**config.mk**
```make
export PLATFORM = sky130hd
export DESIGN_NAME = mini_cpu_param
export DESIGN_NICKNAME = d
export VERILOG_FILES = /design/src/rtl/mini_cpu_pkg.sv /design/src/rtl/mini_cpu_alu.sv /design/src/rtl/mini_cpu_param.sv
export SDC_FILE = /design/constraint.sdc
export NUM_CORES = 1
export LEC_CHECK = 0
export BUFFER_PORTS_ARGS = -buffer_cell sky130_fd_sc_hd__buf_4
export CORE_UTILIZATION = 60
export CTS_CLUSTER_SIZE = 28
export DETAILED_ROUTE_END_ITERATION = 16
export PLACE_DENSITY = 0.8
export SLEW_MARGIN = 20
export SYNTH_ARGS = -nofsm -noshare
export SYNTH_HDL_FRONTEND = slang
export SYNTH_SLANG_ARGS = --single-unit
```
**constraint.sdc**
```tcl
create_clock -name Clock -period 5.7 [get_ports Clock]
set_input_delay 1.14 -clock Clock [delete_from_list [all_inputs] [get_ports Clock]]
set_output_delay 1.14 -clock Clock [all_outputs]
set_load 0.005 [all_outputs]
```
**src/rtl/mini_cpu_pkg.sv**
```systemverilog
// Shared definitions for the mini CPU: opcodes, FSM state type and flag values.
package mini_cpu_pkg;

   typedef enum logic [3:0] {
      OP_CLR = 4'h0,
      OP_LDI = 4'h1,
      OP_MOV = 4'h2,
      OP_ADD = 4'h3,
      OP_SUB = 4'h4,
      OP_SHL = 4'h5,
      OP_SHR = 4'h6,
      OP_AND = 4'h7,
      OP_OR  = 4'h8,
      OP_XOR = 4'h9,
      OP_CMP = 4'hA
   } opcode_t;

   typedef enum logic {
      ST_IDLE  = 1'b0,
      ST_SHIFT = 1'b1
   } state_t;

   localparam logic FLAG_CLR = 1'b0;
   localparam logic FLAG_SET = 1'b1;

endpackage

```
**src/rtl/mini_cpu_alu.sv**
```systemverilog
// Combinational ALU for the single-cycle arithmetic, logic and compare ops.
module mini_cpu_alu
   import mini_cpu_pkg::*;
#(
   parameter int WIDTH = 8
) (
   input  opcode_t          op,
   input  logic [WIDTH-1:0] a,
   input  logic [WIDTH-1:0] b,
   output logic [WIDTH-1:0] result,
   output logic             flag
);

   // Result and flag per opcode; non-ALU opcodes produce zero
   always_comb begin
      result = '0;
      flag   = FLAG_CLR;
      case (op)
         OP_ADD: {flag, result} = {1'b0, a} + {1'b0, b};
         OP_SUB: begin
            result = a - b;
            flag   = (a < b) ? FLAG_SET : FLAG_CLR;
         end
         OP_AND: result = a & b;
         OP_OR:  result = a | b;
         OP_XOR: result = a ^ b;
         OP_CMP: begin
            if (a > b)
               result = WIDTH'(1);
            else if (a == b)
               result = '0;
            else
               result = '1;
         end
         default: begin
            result = '0;
            flag   = FLAG_CLR;
         end
      endcase
   end

endmodule

```
**src/rtl/mini_cpu_param.sv**
```systemverilog
// Parameterised mini CPU: register file, result register and serial shift FSM.
module mini_cpu_param
   import mini_cpu_pkg::*;
#(
   parameter  int WIDTH = 8,
   parameter  int NREGS = 4,
   localparam int RA    = $clog2(NREGS),
   localparam int IW    = 4 + 2*RA + WIDTH
) (
   input  logic             Clock,
   input  logic             Reset,
   input  logic [IW-1:0]    In,
   input  logic             InValid,
   output logic             InReady,
   output logic [WIDTH-1:0] Out,
   output logic             Overflow,
   output logic             Done,
   input  logic [RA-1:0]    RegSel,
   output logic [WIDTH-1:0] RegData
);

   localparam int CW = $clog2(WIDTH + 1);
   localparam logic [WIDTH-1:0] WIDTH_V = WIDTH[WIDTH-1:0];
   localparam logic [CW-1:0]    WIDTH_C = WIDTH[CW-1:0];

   state_t           state;
   logic [WIDTH-1:0] regs [NREGS];
   logic [WIDTH-1:0] rout;
   logic [WIDTH-1:0] work;
   logic [WIDTH-1:0] work_next;
   logic [CW-1:0]    cnt;
   logic [CW-1:0]    shamt;
   logic             shr_dir;
   logic             ovf;
   logic             done;

   opcode_t          op;
   logic [RA-1:0]    rd;
   logic [RA-1:0]    rs;
   logic [WIDTH-1:0] imm;
   logic [WIDTH-1:0] alu_res;
   logic             alu_flag;

   assign op  = opcode_t'(In[IW-1 -: 4]);
   assign rd  = In[IW-5 -: RA];
   assign rs  = In[WIDTH+RA-1 -: RA];
   assign imm = In[WIDTH-1:0];

   mini_cpu_alu #(.WIDTH(WIDTH)) u_alu (
      .op     (op),
      .a      (regs[rd]),
      .b      (regs[rs]),
      .result (alu_res),
      .flag   (alu_flag)
   );

   // Shift amount saturated to WIDTH, and the next one-bit shift step
   always_comb begin
      shamt     = (imm >= WIDTH_V) ? WIDTH_C : imm[CW-1:0];
      work_next = shr_dir ? (work >> 1) : (work << 1);
   end

   // Instruction execution, register file and shift FSM
   always_ff @(posedge Clock) begin
      if (Reset) begin
         for (int unsigned i = 0; i < NREGS; i++)
            regs[i] <= '0;
         rout    <= '0;
         work    <= '0;
         cnt     <= '0;
         shr_dir <= 1'b0;
         ovf     <= FLAG_CLR;
         done    <= FLAG_CLR;
         state   <= ST_IDLE;
      end else begin
         done <= FLAG_CLR;
         case (state)
            ST_IDLE: begin
               if (InValid) begin
                  done <= FLAG_SET;
                  case (op)
                     OP_CLR: begin
                        for (int unsigned i = 0; i < NREGS; i++)
                           regs[i] <= '0;
                        rout <= '0;
                        ovf  <= FLAG_CLR;
                     end
                     OP_LDI: regs[rd] <= imm;
                     OP_MOV: regs[rd] <= rout;
                     OP_ADD, OP_SUB, OP_AND, OP_OR, OP_XOR, OP_CMP: begin
                        rout <= alu_res;
                        ovf  <= alu_flag;
                     end
                     OP_SHL, OP_SHR: begin
                        ovf <= FLAG_CLR;
                        if (shamt == '0) begin
                           rout <= regs[rd];
                        end else begin
                           // Multi-cycle: the completion pulse comes from SHIFT instead
                           done    <= FLAG_CLR;
                           work    <= regs[rd];
                           cnt     <= shamt;
                           shr_dir <= (op == OP_SHR);
                           state   <= ST_SHIFT;
                        end
                     end
                     default: ;
                  endcase
               end
            end
            ST_SHIFT: begin
               work <= work_next;
               cnt  <= cnt - CW'(1);
               if (!shr_dir)
                  ovf <= ovf | work[WIDTH-1];
               if (cnt == CW'(1)) begin
                  rout  <= work_next;
                  done  <= FLAG_SET;
                  state <= ST_IDLE;
               end
            end
            default: state <= ST_IDLE;
         endcase
      end
   end

   assign InReady  = (state == ST_IDLE);
   assign Out      = rout;
   assign Overflow = ovf;
   assign Done     = done;
   assign RegData  = regs[RegSel];

endmodule

```
==> out/summary.txt <==
outcome: completed
Req. time, crit path: 5.92 ns
clock period minus worst slack: 3.93 ns
layout cells sized above 1: 0.172
#FFs+latches synth: 56
Initial DRC Count: 344
crit-path cells: buf_4 > mux4_2 > inv_1 > ha_1 > or3_1 > a2111oi_0 > and3b_1 > xnor2_1 > nand2_1 > a2111oi_2
Inserted Diodes: 0
instance count of the mapped netlist: 459
maxcap violations: 0
largest net degree at the start of global routing: 28
power density over the cells: 202 nW/µm²
dominant synthesized flop cell: edfxtp_1
Synth top area share: 0.220
worst-path fanout max: 15
via count: 3872
initial antenna violation count: 0
RSZ-0062 raised after global routing: no
total CTS buffers: 5
Post-Syn Area: 4370 µm²
# IOs: 40
later-pin clock latency in the skew report: 0.32 ns
worst vdd ir: 0.157 mV
Final Total Pwr: 0.959 mW
# nets final: 524
crit path buf inv count: 2
delay of the slowest critical-path stage: 0.61 ns
hold buffer count at CTS: 0
CTS tree: yes
Worst-path clk slew: 0.11 ns
Final Hold Viols: 0
DIE HEIGHT: 87.3 µm
hold crit path type: reg -> reg
Die ar.: 7630 µm²
leading area contributor after synthesis: edfxtp_1
Total GRT Usage: 0.337
number of global-route vias before repair: 3627
DR pass1 iterations: 5
Critical Path End Type: flop
buffer count from post-CTS setup fixing: 0
slew margin rel.: 0.495
CTS H-tree depth: 2
total core area: 6910 µm²
Arrival @ worst endpoint: 4.15 ns
Core Util, Final: 0.688
DP HPWL: 9.36 mm
PortBufs: 39
remaining antenna violation count after routing: 0
GPL Wtd Cong: 0.957
Unique masters post-synth: 66
Worst Setup Start Kind: input port
Pins Over Slew Limit: 0
endpoints failing setup: 0
Final Cycle Share: 0.689
total wire length: 12.2 mm
Pleak: 1.77 nW
CTS Buffer Depth: 2
most common cell in the netlist: nor2_1
Commonest cells post-synth: nor2_1 (80), edfxtp_1 (32), ha_1 (26)
top cells by area, synth: edfxtp_1 (22%), mux4_2 (12%), dfxtp_1 (11%)
Mapped Nets: 508
Synthesis Warnings: 0
global-route wire length before repair: 19.1 mm
DIE WIDTH: 87.3 µm
Top delay family on crit path: simple AND/OR/NAND/NOR gates
Crit Path Category: in -> reg
TNS Setup: 0 ns
Area growth syn-to-layout: 8.79%
WL/cell: 21.3 µm
fillcell total: 580
Post-synth EDFFs: 32
final worst clock skew: 0.00854 ns
GRT overflow: 0
Worst Tran Pin Value: 0.756 ns
TritonCTS Sinks: 56
Root Buffer: clkbuf_8
vias per inst: 6.77
CTS resizes: 0
Syn Area/Cell: 9.52 µm²
Max Clk Rate: 255 MHz
Post-synth ARST share: 0
Slowest cell on crit path: mux4_2
Rows: 30
drt drc: 0
Seq/Total Area, Yosys: 0.330
effective utilization at floorplan: 0.633
==> layout by cell type (no fill, tap or decap), types with 6 or more instances in the layout <==
cell type	instances
nor2_1	80
buf_4	39
edfxtp_1	32
ha_1	26
dfxtp_1	24
mux4_2	24
nand2_1	23
a21oi_1	23
inv_1	22
mux2i_1	18
nor3_1	17
o21ai_0	14
nor2b_1	10
a221oi_1	9
a31oi_1	7
nand3_1	7
nor4_1	6
a311oi_1	6
==> through the flow <==
stage,setup slack (ns),std cells,area [µm²],hold WS (ns)
5_1_grt,1.54,572,4750,0.555
3_5_place_dp,1.41,564,4660,0.487
4_1_cts,1.73,572,4750,0.538
6_report,1.77,572,4750,0.531
3_3_place_gp,1.43,564,4660,0.475
2_1_floorplan,1.58,459,4370,0.454
==> state kept, by name, indices dropped and copies added, names as in the netlist <==
signal	flops
Done	1
shr_dir	1
cnt	4
regs	32
state	1
work	8
Overflow	1
Out	8
==> area by class of cell <==
type | instances | area (µm²) | area share
multi-input cells | 350 | 2720 | 0.573
flip-flops and latches | 56 | 1440 | 0.303
repair buffers | 39 | 293 | 0.0616
well taps | 96 | 120 | 0.0253
inverters | 23 | 86.3 | 0.0182
clock buffers | 5 | 68.8 | 0.0145
clock inverters | 3 | 22.5 | 0.00474
==> final timing paths <==
check | depth (start not counted) | end | from | slack [ns]
hold / removal | 2 | work[0] | work[0] | 0.53
setup reg to reg | 9 | Out[7] | regs[3][5] | 2.40
hold reg to reg | 2 | work[0] | work[0] | 0.53
setup / recovery | 10 | Out[7] | In[10] | 1.77
==> routing by layer <==
layer,global-route usage,wire [µm]
met1,0.453,4800
met2,0.533,5810
met3,0.0445,983
met4,0.174,576
met5,0,0
==> worst min-delay path, stage by stage, from the launching register on <==
cell and delay (ns):
dfxtp_1 0.35, a21oi_1 0.07, nor2_1 0.08
==> power breakdown <==
part,internal [mW],total (mW),switching [mW]
clock network,0.0885,0.228,0.140
logic,0.111,0.266,0.155
registers,0.444,0.465,0.0204
==> kinds of logic after synthesis <==
| kind of cell | count (synthesis) | synth area share |
|---|---|---|
| DFF | 56 | 0.330 |
| AOI/OAI and AO/OA | 99 | 0.164 |
| buffers and inverters | 53 | 0.0487 |
| xor gates and xnor gates | 5 | 0.0100 |
| adders and majority gates | 28 | 0.0836 |
| and+or+nand+nor | 175 | 0.196 |
| muxes | 43 | 0.168 |
Power figures use the tool's default switching activity.
